$ cat src/rtl/rd_stream_pkg.sv
// rd_stream_pkg
//   Shared helpers for the read-domain prefetch stream:
//   - buf_depth_dflt : default local buffer depth for a given RAM latency
//   - ram_lat_legal  : RAM read latencies the stream supports (1 or 2)
//   - cnt_w          : width of a counter that must hold 0..n inclusive
//   - ptr_w          : width of a pointer indexing n entries (min 1 bit)
package rd_stream_pkg;

   // Latency + 2 entries covers the words in flight plus one word being
   // popped, which is what sustains one word per cycle.
   function automatic int buf_depth_dflt(input int ram_lat);
      return ram_lat + 2;
   endfunction

   function automatic bit ram_lat_legal(input int ram_lat);
      return (ram_lat == 1) || (ram_lat == 2);
   endfunction

   function automatic int cnt_w(input int n);
      return $clog2(n + 1);
   endfunction

   function automatic int ptr_w(input int n);
      return (n <= 2) ? 1 : $clog2(n);
   endfunction

endpackage

$ cat src/rtl/rd_skid_buf.sv
// rd_skid_buf
//   Circular register buffer holding prefetched read words.
//   Ports:
//     clk, aclr      clock, asynchronous active-low clear
//     wr_en, wr_data capture a word at the write pointer
//     rd_en          pop the head word (ignored while empty)
//     cnt            number of stored words, 0..DEPTH
//     head           word at the read pointer
module rd_skid_buf
   import rd_stream_pkg::*;
#(
   parameter int DWIDTH = 8,
   parameter int DEPTH  = 3,
   parameter int CW     = cnt_w(DEPTH)
) (
   input  logic              clk,
   input  logic              aclr,
   input  logic              wr_en,
   input  logic [DWIDTH-1:0] wr_data,
   input  logic              rd_en,
   output logic [CW-1:0]     cnt,
   output logic [DWIDTH-1:0] head
);

   localparam int PW = ptr_w(DEPTH);

   logic [DEPTH-1:0][DWIDTH-1:0] mem;
   logic [PW-1:0]                wptr;
   logic [PW-1:0]                rptr;
   logic                         pop;

   // Explicit wrap so non-power-of-two depths stay in range.
   function automatic logic [PW-1:0] inc(input logic [PW-1:0] p);
      return (p == PW'(DEPTH - 1)) ? '0 : p + PW'(1);
   endfunction

   assign pop  = rd_en & (cnt != '0);
   assign head = mem[rptr];

   // Entries are cleared too, so the head word reads 0 out of reset.
   always_ff @(posedge clk or negedge aclr) begin
      if (!aclr) begin
         mem  <= '0;
         wptr <= '0;
         rptr <= '0;
         cnt  <= '0;
      end else begin
         if (wr_en) begin
            mem[wptr] <= wr_data;
            wptr      <= inc(wptr);
         end
         if (pop)
            rptr <= inc(rptr);
         case ({wr_en, pop})
            2'b10:   cnt <= cnt + CW'(1);
            2'b01:   cnt <= cnt - CW'(1);
            default: cnt <= cnt;
         endcase
      end
   end

   // The upstream credit rule must make this unreachable.
   ovf_chk: assert property (@(posedge clk) disable iff (!aclr)
      !(wr_en && (cnt == CW'(DEPTH)) && !pop));

endmodule

$ cat src/rtl/rd_prefetch_stream.sv
// rd_prefetch_stream
//   Converts the FIFO request/empty read port into a show-ahead
//   valid/ready stream by prefetching into a small local buffer.
//   Ports:
//     rd_clk_i, aclr_i  read clock, asynchronous active-low reset
//     rd_empty_i        registered FIFO empty flag
//     rd_req_o          read request; every asserted cycle is a read
//     rd_q_i            RAM data, valid RAM_LAT cycles after a request
//     m_valid_o/m_ready_i/m_data_o  output stream
module rd_prefetch_stream
   import rd_stream_pkg::*;
#(
   parameter int DWIDTH    = 8,
   parameter int RAM_LAT   = 1,
   parameter int BUF_DEPTH = buf_depth_dflt(RAM_LAT)
) (
   input  logic              rd_clk_i,
   input  logic              aclr_i,
   input  logic              rd_empty_i,
   output logic              rd_req_o,
   input  logic [DWIDTH-1:0] rd_q_i,
   output logic              m_valid_o,
   input  logic              m_ready_i,
   output logic [DWIDTH-1:0] m_data_o
);

   localparam int CW = cnt_w(BUF_DEPTH);
   localparam logic [CW:0] DEPTH_W = (CW + 1)'(BUF_DEPTH);

   if (!ram_lat_legal(RAM_LAT)) begin : g_bad_lat
      $error("rd_prefetch_stream: RAM_LAT must be 1 or 2");
   end

   logic [RAM_LAT-1:0] lat_sr;
   logic [RAM_LAT-1:0] lat_sr_nxt;
   logic [CW-1:0]      inflight_cnt;
   logic [CW-1:0]      buf_cnt;
   logic               req;
   logic               cap;
   logic               pop;

   // Credit check uses registered counts only, so m_ready_i never reaches
   // rd_req_o combinationally. Gating with aclr_i keeps the request low
   // for the whole reset even while the FIFO reports non-empty.
   assign req      = aclr_i & ~rd_empty_i
                   & (({1'b0, inflight_cnt} + {1'b0, buf_cnt}) < DEPTH_W);
   assign rd_req_o = req;

   // The request bit leaving the shift register marks the cycle in which
   // rd_q_i carries that request's word.
   assign cap = lat_sr[RAM_LAT-1];

   if (RAM_LAT == 1) begin : g_lat1
      assign lat_sr_nxt = req;
   end else begin : g_latn
      assign lat_sr_nxt = {lat_sr[RAM_LAT-2:0], req};
   end

   // inflight_cnt tracks the population count of lat_sr incrementally.
   always_ff @(posedge rd_clk_i or negedge aclr_i) begin
      if (!aclr_i) begin
         lat_sr       <= '0;
         inflight_cnt <= '0;
      end else begin
         lat_sr       <= lat_sr_nxt;
         inflight_cnt <= inflight_cnt + CW'(req) - CW'(cap);
      end
   end

   assign m_valid_o = (buf_cnt != '0);
   assign pop       = m_valid_o & m_ready_i;

   rd_skid_buf #(
      .DWIDTH (DWIDTH),
      .DEPTH  (BUF_DEPTH),
      .CW     (CW)
   ) u_buf (
      .clk     (rd_clk_i),
      .aclr    (aclr_i),
      .wr_en   (cap),
      .wr_data (rd_q_i),
      .rd_en   (pop),
      .cnt     (buf_cnt),
      .head    (m_data_o)
   );

endmodule
$ cat config.mk
export PLATFORM = sky130hd
export DESIGN_NAME = rd_prefetch_stream
export DESIGN_NICKNAME = d
export VERILOG_FILES = /design/src/rtl/rd_stream_pkg.sv /design/src/rtl/rd_skid_buf.sv /design/src/rtl/rd_prefetch_stream.sv
export SDC_FILE = /design/constraint.sdc
export NUM_CORES = 1
export LEC_CHECK = 0
export ABC_AREA = 1
export CORE_MARGIN = 2
export CORE_UTILIZATION = 54
export CTS_BUF_LIST = sky130_fd_sc_hd__clkbuf_8
export DETAILED_ROUTE_END_ITERATION = 8
export PLACE_DENSITY = 0.86
export RECOVER_POWER = 100
export SLEW_MARGIN = 15
export SYNTH_ARGS = -nofsm -noshare
export SYNTH_HDL_FRONTEND = slang
export SYNTH_HIERARCHICAL = 1
export SYNTH_SLANG_ARGS = --single-unit
$ cat constraint.sdc
create_clock -name rd_clk_i -period 2.1 [get_ports rd_clk_i]
set_clock_uncertainty 0.1 [all_clocks]
set_input_delay 0.42 -clock rd_clk_i [delete_from_list [all_inputs] [get_ports rd_clk_i]]
set_output_delay 0.42 -clock rd_clk_i [all_outputs]
set_load 0.02 [all_outputs]
==> summary.md <==
| Metric | Value |
|---|---|
| Maximum vdd drop | 0.764 mV |
| Cell Count, Final, Fillers Out | 246 |
| Via count | 1300 |
| First-pass GRT wire length | 5.69 mm |
| Status | complete, but fails checks |
| Reg2Reg Setup Slack | 80 ps |
| Antenna viol nets, final | 0 |
| Mapped Nets | 194 |
| CTS H-tree lvls | 2 |
| Drt first pass iters | 4 |
| Worst R2R End | inflight_cnt[1]$_DFF_PN0_ |
| Max Transition Viols Final | 0 |
| Cell variety after synth | 18 |
| CP Max Fanout | 2 |
| Mapped Avg Cell Area | 9.28 sq um |
| Number of diodes | 0 |
| Post-synthesis simple-gate area fraction | 0.235 |
| Clock Tree Buf Depth | 2 |
| Top cells by count, synth | nand2_1 (62), dfrtp_1 (33), o21ai_2 (24) |
| Critical path's slowest cell | fa_1 |
| Setup WS post-layout | -207 ps |
| Worst Hold End | u_buf/mem[18]$_DFFE_PN0P_ |
| Syn Inst Count | 177 |
| Max_slew headroom | 0.466 |
| Cell Pwr Density | 1670 mW/mm^2 |
| WHS | 390 ps |
| Setup TNS | -207 ps |
| Final Core Density | 0.638 |
| Multiplexer share of the synthesized area | 0 |
| WP data required | between 1500 and 2000 ps |
| Placed cells | 239 |
| Drt total wl | 3.46 mm |
| Final worst-path cycle share | 1.10 |
| Core area | around 0.0030 sq mm |
| Latest clock arrival within the worst-skew pair | 280 ps |
| Share of cells above drive strength 1 | 0.113 |
| Chip height | 59.2 microns |
| Post-synthesis adder-cell area fraction | 0.0427 |
| Top-count cell post-synth | nand2_1 |
| Die X | 59.2 microns |
| Seq pwr share | 0.369 |
| Warnings, synthesis | 6 |
| RePlAce Congestion | 0.783 |
| Number of CTS-inserted buffers | 5 |
| Rows | 20 |
| NetSw | 1.31 mW |
| Leakage Power | 0.992 nW |
| FILL cells | 266 |
| I/O pin cnt | 22 |
| Power Internal | 1.85 mW |
| HP Start | u_buf/mem[18]$_DFFE_PN0P_ |
| Critical Path Start Type | register |
| FF-to-FF Start | u_buf/cnt[0]$_DFFE_PN0P_ |
| CP endpoint kind | output port |
| Top_reg_cell synth | dfrtp_1 |
| Net Sw Frac | 0.414 |
| Drt wl/cell | 14.1 microns |
| Failing checks | negative setup slack |
| Largest family of logic cells by synthesized area | simple AND/OR/NAND/NOR gates |
| Area taken by flip-flops and latches | 826 sq um |
| DP HPWL | 2.35 mm |
| Nets | 230 |
| Initial Util | 0.552 |
| Comb power frac | 0.482 |
| FFs w/ async S/R, synth | 1.00 |
| Vias in the first global route | roughly 1200 |
| Total Routing Usage GR | 0.226 |
| Root Driver | clkbuf_8 |
| Seq/Total Area, Yosys | 0.503 |
| Worst path cell trace | ha_2 -> fa_1 -> nand2_1 -> nand3b_1 -> nor2_2 -> buf_6 |
| Seq cells post-synth | 33 |
| Critical path arrival | approximately 1800 ps |
| Finish-stage setup viols | 1 |
| Mapped Area | 0.00164 sq mm |
| Initial antenna violation count | 0 |
| Compound-cell area share of the yosys netlist | 0.142 |
| Post-synth EDFFs | 0 |
| CTS tree | yes |
| Setup Crit Path Kind | reg2out |
| Area of the multi-input gates | about 580 sq um |
| Final Hold Viols | 0 |
| Overall power | 3.17 mW |
| Leading area contributor after synthesis | dfrtp_1 |
| Largest net degree at the start of global routing | 34 |
| Synth top area cells | dfrtp_1 (50%), nand2_1 (14%), o21ai_2 (13%) |
| Die area | 0.00350 sq mm |
| Setup bufs post-CTS | 0 |
| Clock slew at reported path FFs | around 70 ps |
| Residual DRC | 0 |
| Worst-Margin Slew | 801 ps |
| IO buf count | 21 |
| Vias per inst | 5.28 |
| Total gr overflow | 0 |
| Hold Path Cell Cnt | 2 |
| Worst hold path type | reg2reg |
| Fmax | 433 MHz |
| Clock sinks | 33 |
| Max Cap Viol | 0 |
| Slowest Stage Delay on Critical Path | around 440 ps |
| Top cell type's share of synthesized area | 0.503 |
| Clock power frac | 0.150 |
| Min Tclk post-route | 2310 ps |
| Layout area overhead | 15.7% |
| Starting DRC count in detailed routing | 63 |
| RSZ-0062 raised after global routing | yes |
| Post-synthesis xor/xnor area fraction | 0.00533 |
| R2R depth | 10 |
## registers in the layout, indices dropped and copies added (netlist names)
register / count
u_buf/mem: 24
u_buf/rptr: 2
inflight_cnt: 2
u_buf/cnt: 2
cap: 1
u_buf/wptr: 2
## worst max path at each step
stage                              startpoint                   endpoint  slack, ps  depth (start not counted)
floorplan            u_buf/cnt[0]$_DFFE_PN0P_  inflight_cnt[1]$_DFF_PN0_          9                          9
global placement    inflight_cnt[0]$_DFF_PN0_                   rd_req_o       -290                          6
detailed placement  inflight_cnt[0]$_DFF_PN0_                   rd_req_o       -370                          6
CTS                 inflight_cnt[0]$_DFF_PN0_                   rd_req_o       -170                          6
global route        inflight_cnt[0]$_DFF_PN0_                   rd_req_o       -250                          6
finish               u_buf/cnt[0]$_DFFE_PN0P_                   rd_req_o       -210                          6
## worst max-delay path, delay by kind of cell (launching register included)
family,cells,cell delay (ps)
adder cells (fa/ha/maj),2,640
flip-flops,1,410
AND/OR/NAND/NOR,3,310
buffers and inverters,1,140
## per-layer routing
layer	vias up	GRT usage	part of all wire
li1	629	-	-
met1	629	0.270	0.43
met2	38	0.392	0.51
met3	4	0.0655	0.044
met4	0	0.0747	0.0093
met5	-	0	0
## what timing repair did
item | in CTS | in global routing
gates resized for setup | 17 | 4
setup endpoints to repair | 10 | 5
gates cloned | 0 | 0
hold buffers | 0 | 0
## metrics by stage
stage	cell area [sq um]	worst slack, ps
floorplan	1640	8.64
global placement	1940	-286
detailed placement	1940	-373
CTS	2020	-175
global route	1900	-250
finish	1900	-207
## power groups by stage
stage / logic [mW] / registers, mW / clock network, mW
after floorplan: 1.10 / 1.15 / 0
final: 1.53 / 1.17 / 0.473
after detailed placement: 1.76 / 1.19 / 0
after global routing: 1.71 / 1.21 / 0.511
after CTS: 1.68 / 1.18 / 0.482
after global placement: 1.68 / 1.16 / 0
## final cells by class
type	instances	share of cell area
Clock inverter	1	0.00197
Inverter	23	0.0454
Clock buffer	6	0.0434
Timing Repair Buffer	32	0.149
Tap cell	33	0.0217
Sequential cell	33	0.434
Multi-Input combinational cell	118	0.304
## placed cells by master (no fill, tap or decap)
master           Yosys  routed
clkbuf_2             0       1
buf_4                0       9
nand2_2              2       2
dlygate4sd2_1        0       5
nand3b_1             1       1
ha_2                 0       1
dlygate4sd3_1        0       1
o21ai_2             24       1
xnor2_1              1       1
nor2_1               3       2
buf_2                0       1
inv_1               23      24
dfrtp_1             33      33
nand2_1             62      62
ha_1                 4       3
buf_6                3       1
o21ai_0              3      26
nand3_1             10      13
o21a_1               1       1
fa_1                 1       1
clkdlybuf4s50_1      0      10
clkbuf_8             0       6
nand4_1              1       1
or2_1                1       1
clkdlybuf4s15_1      0       4
nor2_2               1       2
## logic make-up after synthesis
kind of cell | count (synthesis)
simple gates | 84
compound gates | 28
fa+ha+maj | 5
xor+xnor | 1
flops | 33
buf+inv | 26
Note: power is estimated with default switching activity, not from simulation.
